File: config.mk
export PLATFORM = sky130hd
export DESIGN_NAME = note_seq_ctrl
export DESIGN_NICKNAME = d
export VERILOG_FILES = /design/src/rtl/note_seq_ctrl.sv
export SDC_FILE = /design/constraint.sdc
export NUM_CORES = 1
export LEC_CHECK = 0
export ABC_AREA = 1
export CORE_ASPECT_RATIO = 2
export CORE_MARGIN = 5
export CORE_UTILIZATION = 41
export DETAILED_ROUTE_END_ITERATION = 10
export HOLD_SLACK_MARGIN = 0.06
export PLACE_DENSITY_LB_ADDON = 0.08
export SLEW_MARGIN = 15
export SYNTH_ARGS = -nofsm -noshare
export SYNTH_HDL_FRONTEND = slang
export SYNTH_SLANG_ARGS = --single-unit
File: constraint.sdc
create_clock -name clk -period 1.6 [get_ports clk]
set_input_delay 0.24 -clock clk [delete_from_list [all_inputs] [get_ports clk]]
set_output_delay 0.24 -clock clk [all_outputs]
set_load 0.03 [all_outputs]
File: src/rtl/note_seq_ctrl.sv
// note_seq_ctrl: owns the note RAM port, writing one note per beat while recording
// and reading notes back one per beat (optionally looping) during playback.
module note_seq_ctrl #(
  parameter int ADDR_W = 6,
  parameter int DATA_W = 32,
  parameter int DEPTH  = 64
) (
  input  logic              clk,
  input  logic              resetn,
  input  logic              tick,
  input  logic              rec_start,
  input  logic              play_start,
  input  logic              stop,
  input  logic              loop_en,
  input  logic [DATA_W-1:0] note_in,
  input  logic [DATA_W-1:0] ram_q,
  output logic [ADDR_W-1:0] ram_addr,
  output logic              ram_wren,
  output logic [DATA_W-1:0] ram_wdata,
  output logic [DATA_W-1:0] note_out,
  output logic              note_valid,
  output logic [ADDR_W:0]   rec_len,
  output logic              full,
  output logic [1:0]        state
);
  localparam logic [1:0] S_IDLE  = 2'd0;
  localparam logic [1:0] S_REC   = 2'd1;
  localparam logic [1:0] S_PLAY  = 2'd2;
  localparam logic [1:0] S_DRAIN = 2'd3;
  localparam logic [ADDR_W:0] LAST = (ADDR_W+1)'(DEPTH - 1);
  logic [1:0]        state_q, state_d;
  logic [ADDR_W-1:0] rp_q, rp_d, addr_q, addr_d;
  logic [ADDR_W:0]   len_q, len_d;
  logic              full_q, full_d, pend_q, pend_d, wren_q, wren_d;
  logic              valid_q, valid_d, rd1_q, rd1_d, rd2_q, rd2_d;
  logic [DATA_W-1:0] wdata_q, wdata_d, note_q, note_d;
  logic              abort;
  // The write pointer is rec_len itself: both advance together after each write.
  always_comb begin
    abort   = stop & state_q[1];
    state_d = state_q;
    rp_d    = rp_q;
    len_d   = len_q;
    full_d  = full_q;
    pend_d  = pend_q;
    addr_d  = addr_q;
    wren_d  = 1'b0;
    wdata_d = wdata_q;
    rd1_d   = 1'b0;
    rd2_d   = rd1_q & ~abort;
    valid_d = rd2_q & ~abort;
    note_d  = valid_d ? ram_q : note_q;
    case (state_q)
      S_IDLE: begin
        addr_d = '0;
        if (rec_start) begin
          state_d = S_REC;
          len_d   = '0;
          full_d  = 1'b0;
          pend_d  = 1'b0;
        end else if (play_start && len_q != '0) begin
          state_d = S_PLAY;
          rp_d    = '0;
        end
      end
      S_REC: begin
        if (wren_q) begin
          len_d = len_q + 1'b1;
          if (len_q == LAST) begin
            full_d  = 1'b1;
            state_d = S_IDLE;
          end else if (stop || pend_q) begin
            state_d = S_IDLE;
          end
        end else if (tick) begin
          wren_d  = 1'b1;
          addr_d  = len_q[ADDR_W-1:0];
          wdata_d = note_in;
          pend_d  = stop;
        end else if (stop) begin
          state_d = S_IDLE;
        end
      end
      S_PLAY: begin
        if (stop) begin
          state_d = S_IDLE;
        end else if (tick && !rd1_q && !rd2_q) begin
          addr_d = rp_q;
          rd1_d  = 1'b1;
          if ({1'b0, rp_q} == len_q - 1'b1) begin
            rp_d    = '0;
            state_d = loop_en ? S_PLAY : S_DRAIN;
          end else begin
            rp_d = rp_q + 1'b1;
          end
        end
      end
      default: state_d = (stop || valid_q) ? S_IDLE : S_DRAIN;
    endcase
  end
  always_ff @(posedge clk or negedge resetn) begin
    if (!resetn) begin
      state_q <= S_IDLE;
      rp_q    <= '0;
      len_q   <= '0;
      full_q  <= 1'b0;
      pend_q  <= 1'b0;
      addr_q  <= '0;
      wren_q  <= 1'b0;
      wdata_q <= '0;
      note_q  <= '0;
      valid_q <= 1'b0;
      rd1_q   <= 1'b0;
      rd2_q   <= 1'b0;
    end else begin
      state_q <= state_d;
      rp_q    <= rp_d;
      len_q   <= len_d;
      full_q  <= full_d;
      pend_q  <= pend_d;
      addr_q  <= addr_d;
      wren_q  <= wren_d;
      wdata_q <= wdata_d;
      note_q  <= note_d;
      valid_q <= valid_d;
      rd1_q   <= rd1_d;
      rd2_q   <= rd2_d;
    end
  end
  assign ram_addr   = addr_q;
  assign ram_wren   = wren_q;
  assign ram_wdata  = wdata_q;
  assign note_out   = note_q;
  assign note_valid = valid_q;
  assign rec_len    = len_q;
  assign full       = full_q;
  assign state      = state_q;
endmodule

==> reports/metrics.csv <==
stage;metric;value;unit
grt;GRT Residual Overflow;0;
grt;initial antenna violation count;0;
die;chip width;82.2;um
sta;Fin. Hold Viols;0;
route;post-route ant nets;0;
sta;WHS;0.379;ns
synth;Seq/Total Area, Yosys;53.3;%
worst_setup_path;worst reg2reg startpoint;rec_len[0];
synth;Syn. warnings;0;
worst_setup_path;R2R depth;12;
cts;Clock transition at path regs;0.06;ns
sta;max-slew violation count;0;
worst_setup_path;Crit. End Element;flip-flop;
synth;Yosys reg bits;91;
route;drt wl/cell;14.6;um
die;Starting Density;42.1;%
route;final routed DRC violation total;0;
finish;# nets final;810;
finish;Area Overhead vs Synth;56.6;%
pwr;Tot Pwr;11.7;mW
pwr;worst vdd ir;0.00120;V
worst_setup_path;Startpoint Class;flip-flop;
grt;largest net degree at the start of global routing;35;
route;DR vias;4066;
die;# IOs;153;
synth;largest family of logic cells by synthesized area;simple AND/OR/NAND/NOR gates;
placed_design;Routability Congestion;0.879;
cts;CTS root buffer;clkbuf_16;
die;Die ar.;12700;um2
pwr;PD cells;1740;nW/um2
cts;total CTS buffers;9;
cts;Clock Sinks;91;
finish;fin area;6690;um2
finish;Final Util;66.0;%
grt;vias in the first global route;4331;
placed_design;HPWL after DPL;10.1;mm
die;Rows;52;
sta;Setup Skew;0.00476;ns
sta;worst-margin pin slew;0.388;ns
worst_setup_path;Crit Path Category;reg -> reg;
worst_setup_path;Req. time, crit path;1.83;ns
cts;worst skew pair latency;0.33;ns
synth;EDFF count, synth;0;
sta;fin crit share;100;%
synth;Cell Area, Synth;4280;um2
cts;Clock Path Buffers;2;
grt;GRT Overall Usage;21.5;%
finish;fin cells;871;
placed_design;dpl ws;-0.158;ns
grt;first-pass GRT wire length;20.8;mm
route;Via density;4.67;
synth;Post-Synth Adder-Cell Area;2.34;%
route;DRT Wirelength;12.7;mm
sta;unrepaired setup endpoints after global routing;true;
sta;Final WS setup;-0.00544;ns
cts;# H-tree levels;3;
die;core area;10100;um2
worst_setup_path;CP max FO;7;
placed_design;dpl cells;850;
finish;Fillers;942;
route;Starting DRT DRC Count;147;
synth;Distinct cells, synth;34;
die;Die Ht;154;um
synth;Syn Nets;608;
synth;syn avg cell area;8.08;um2
synth;Post-Synth XOR/XNOR Area;0.615;%
min_path;Hold/Removal Path Class;in -> async;
sta;FMAX;623;MHz
worst_setup_path;Worst Setup SP;rec_len[0];
synth;Simple-Gate Fraction of Synth Area;32.0;%
sta;max_slew headroom;74.2;%
route;Initial DRT Pass Iterations;5;
placed_design;IO Port Bufs;152;
synth;multiplexer share of the synthesized area;0;%
worst_setup_path;CP arrival;1.83;ns
status;status;finished with violations;
status;failing checks;negative setup slack;
sta;final setup fails;2;
finish;Antenna Cells;0;
sta;crit path time final;1.61;ns
sta;final setup TNS;-0.00807;ns
flow_run;Max Cap Violations;0;
finish;layout cells sized above 1;17.8;%
synth;Synth async-reset ratio;100;%
synth;Primary FF master, synth;dfrtp_1;
synth;post-synthesis cell count;529;
cts;CTS tree;done;
pwr;P_leak;3.55;nW
placed_design;DP Area;6320;um2
synth;Compound-Gate Fraction of Synth Area;4.92;%
-- worst paths after layout --
| check | to | slack, ns |
|---|---|---|
| hold reg to reg | ram_wdata[31] | 0.46 |
| setup reg to reg | rp_q[0] | -0.005 |
| min in group clk | ram_wdata[16] | 0.44 |
| setup / recovery | rp_q[0] | -0.005 |
| hold / removal | pend_q | 0.38 |
| max in group asynchronous | rec_len[1] | 0.71 |
-- where the power goes --
group / leakage, nW / internal [mW] / switching (mW) / total [mW]
registers: 1.15 / 3.16 / 0.473 / 3.63
logic: 2.25 / 2.14 / 3.76 / 5.89
clock network: 0.146 / 1.30 / 0.844 / 2.14
total: 3.55 / 6.60 / 5.07 / 11.7
-- registers in the layout (all words and copies together), names as in the netlist, 2 cells and up --
signal	flops
note_out	32
ram_wdata	32
rec_len	7
ram_addr	6
rp_q	6
state	2
-- logic make-up after synthesis --
group                      after synthesis
AOI/OAI and AO/OA                       35
xor gates and xnor gates                 3
adders and majority gates                8
buffers and inverters                   66
DFF                                     91
and+or+nand+nor                        326
-- what timing repair did --
item | in CTS | in global routing
pin swaps | 1 | 7
setup endpoints to repair | 132 | 49
endpoints found under the hold margin | 25 | 0
cloned | 0 | 0
hold buffers | 1 | 0
resized for setup | 102 | 18
buffers inserted | 1 | 3
-- synth_stat cells (4+ instances only) --
cell / number / share of area (%)
nor2_1: 14 / 1.2
nor2_2: 8 / 1.2
buf_2: 6 / 0.70
inv_1: 43 / 3.8
nand3_1: 22 / 2.6
o22ai_1: 7 / 1.0
nand2_1: 259 / 23
buf_6: 4 / 1.1
clkbuf_1: 6 / 0.53
o21ai_0: 8 / 0.94
inv_2: 5 / 0.44
dfrtp_1: 91 / 53
o21ai_1: 8 / 0.94
a21oi_1: 6 / 0.70
nor3_1: 4 / 0.47
nand2_2: 5 / 0.73
ha_1: 8 / 2.3
-- critical path: stages, from the launching register on --
cell	delay, ns
dfrtp_2	0.39
inv_4	0.05
ha_4	0.26
inv_2	0.04
nand2_2	0.05
nand2_2	0.06
nor2_4	0.08
nand3_2	0.09
nor2_4	0.12
nand2_4	0.10
buf_4	0.15
nand4_1	0.06
nand2_1	0.05
-- cells in the final DEF (no fill, tap or decap), types with 5 or more instances in the layout --
cell type        synthesis  final
nor2_2                   8      8
nor2_1                  14     11
nand2_2                  5     10
nand2_1                259    251
o22ai_1                  7      7
buf_4                    0     49
dfrtp_2                  0      7
nor2_4                   3      6
inv_1                   43     38
dfrtp_1                 91     84
nand3_1                 22     22
a21oi_1                  6      5
inv_2                    5      6
clkdlybuf4s50_1          0     69
o21ai_1                  8      8
clkbuf_16                0      9
o21ai_0                  8      8
dlygate4sd2_1            0     81
-- layout make-up --
| class | count | area [um2] | area share (%) |
|---|---|---|---|
| inverter | 50 | 204 | 3.05 |
| multi-input combinational | 372 | 1840 | 27.5 |
| clock buffer | 13 | 260 | 3.89 |
| clock inverter | 3 | 46.3 | 0.692 |
| sequential | 91 | 2290 | 34.1 |
| timing repair buffer | 207 | 1890 | 28.2 |
| tap | 135 | 169 | 2.52 |
-- per-layer routing --
layer | GRT usage, % | routed length [um]
met4 | 11.6 | 652
met1 | 20.8 | 4310
met2 | 38.9 | 6960
met5 | 0 | 0
met3 | 6.23 | 767
No activity file was read; power rests on OpenSTA's default activity.
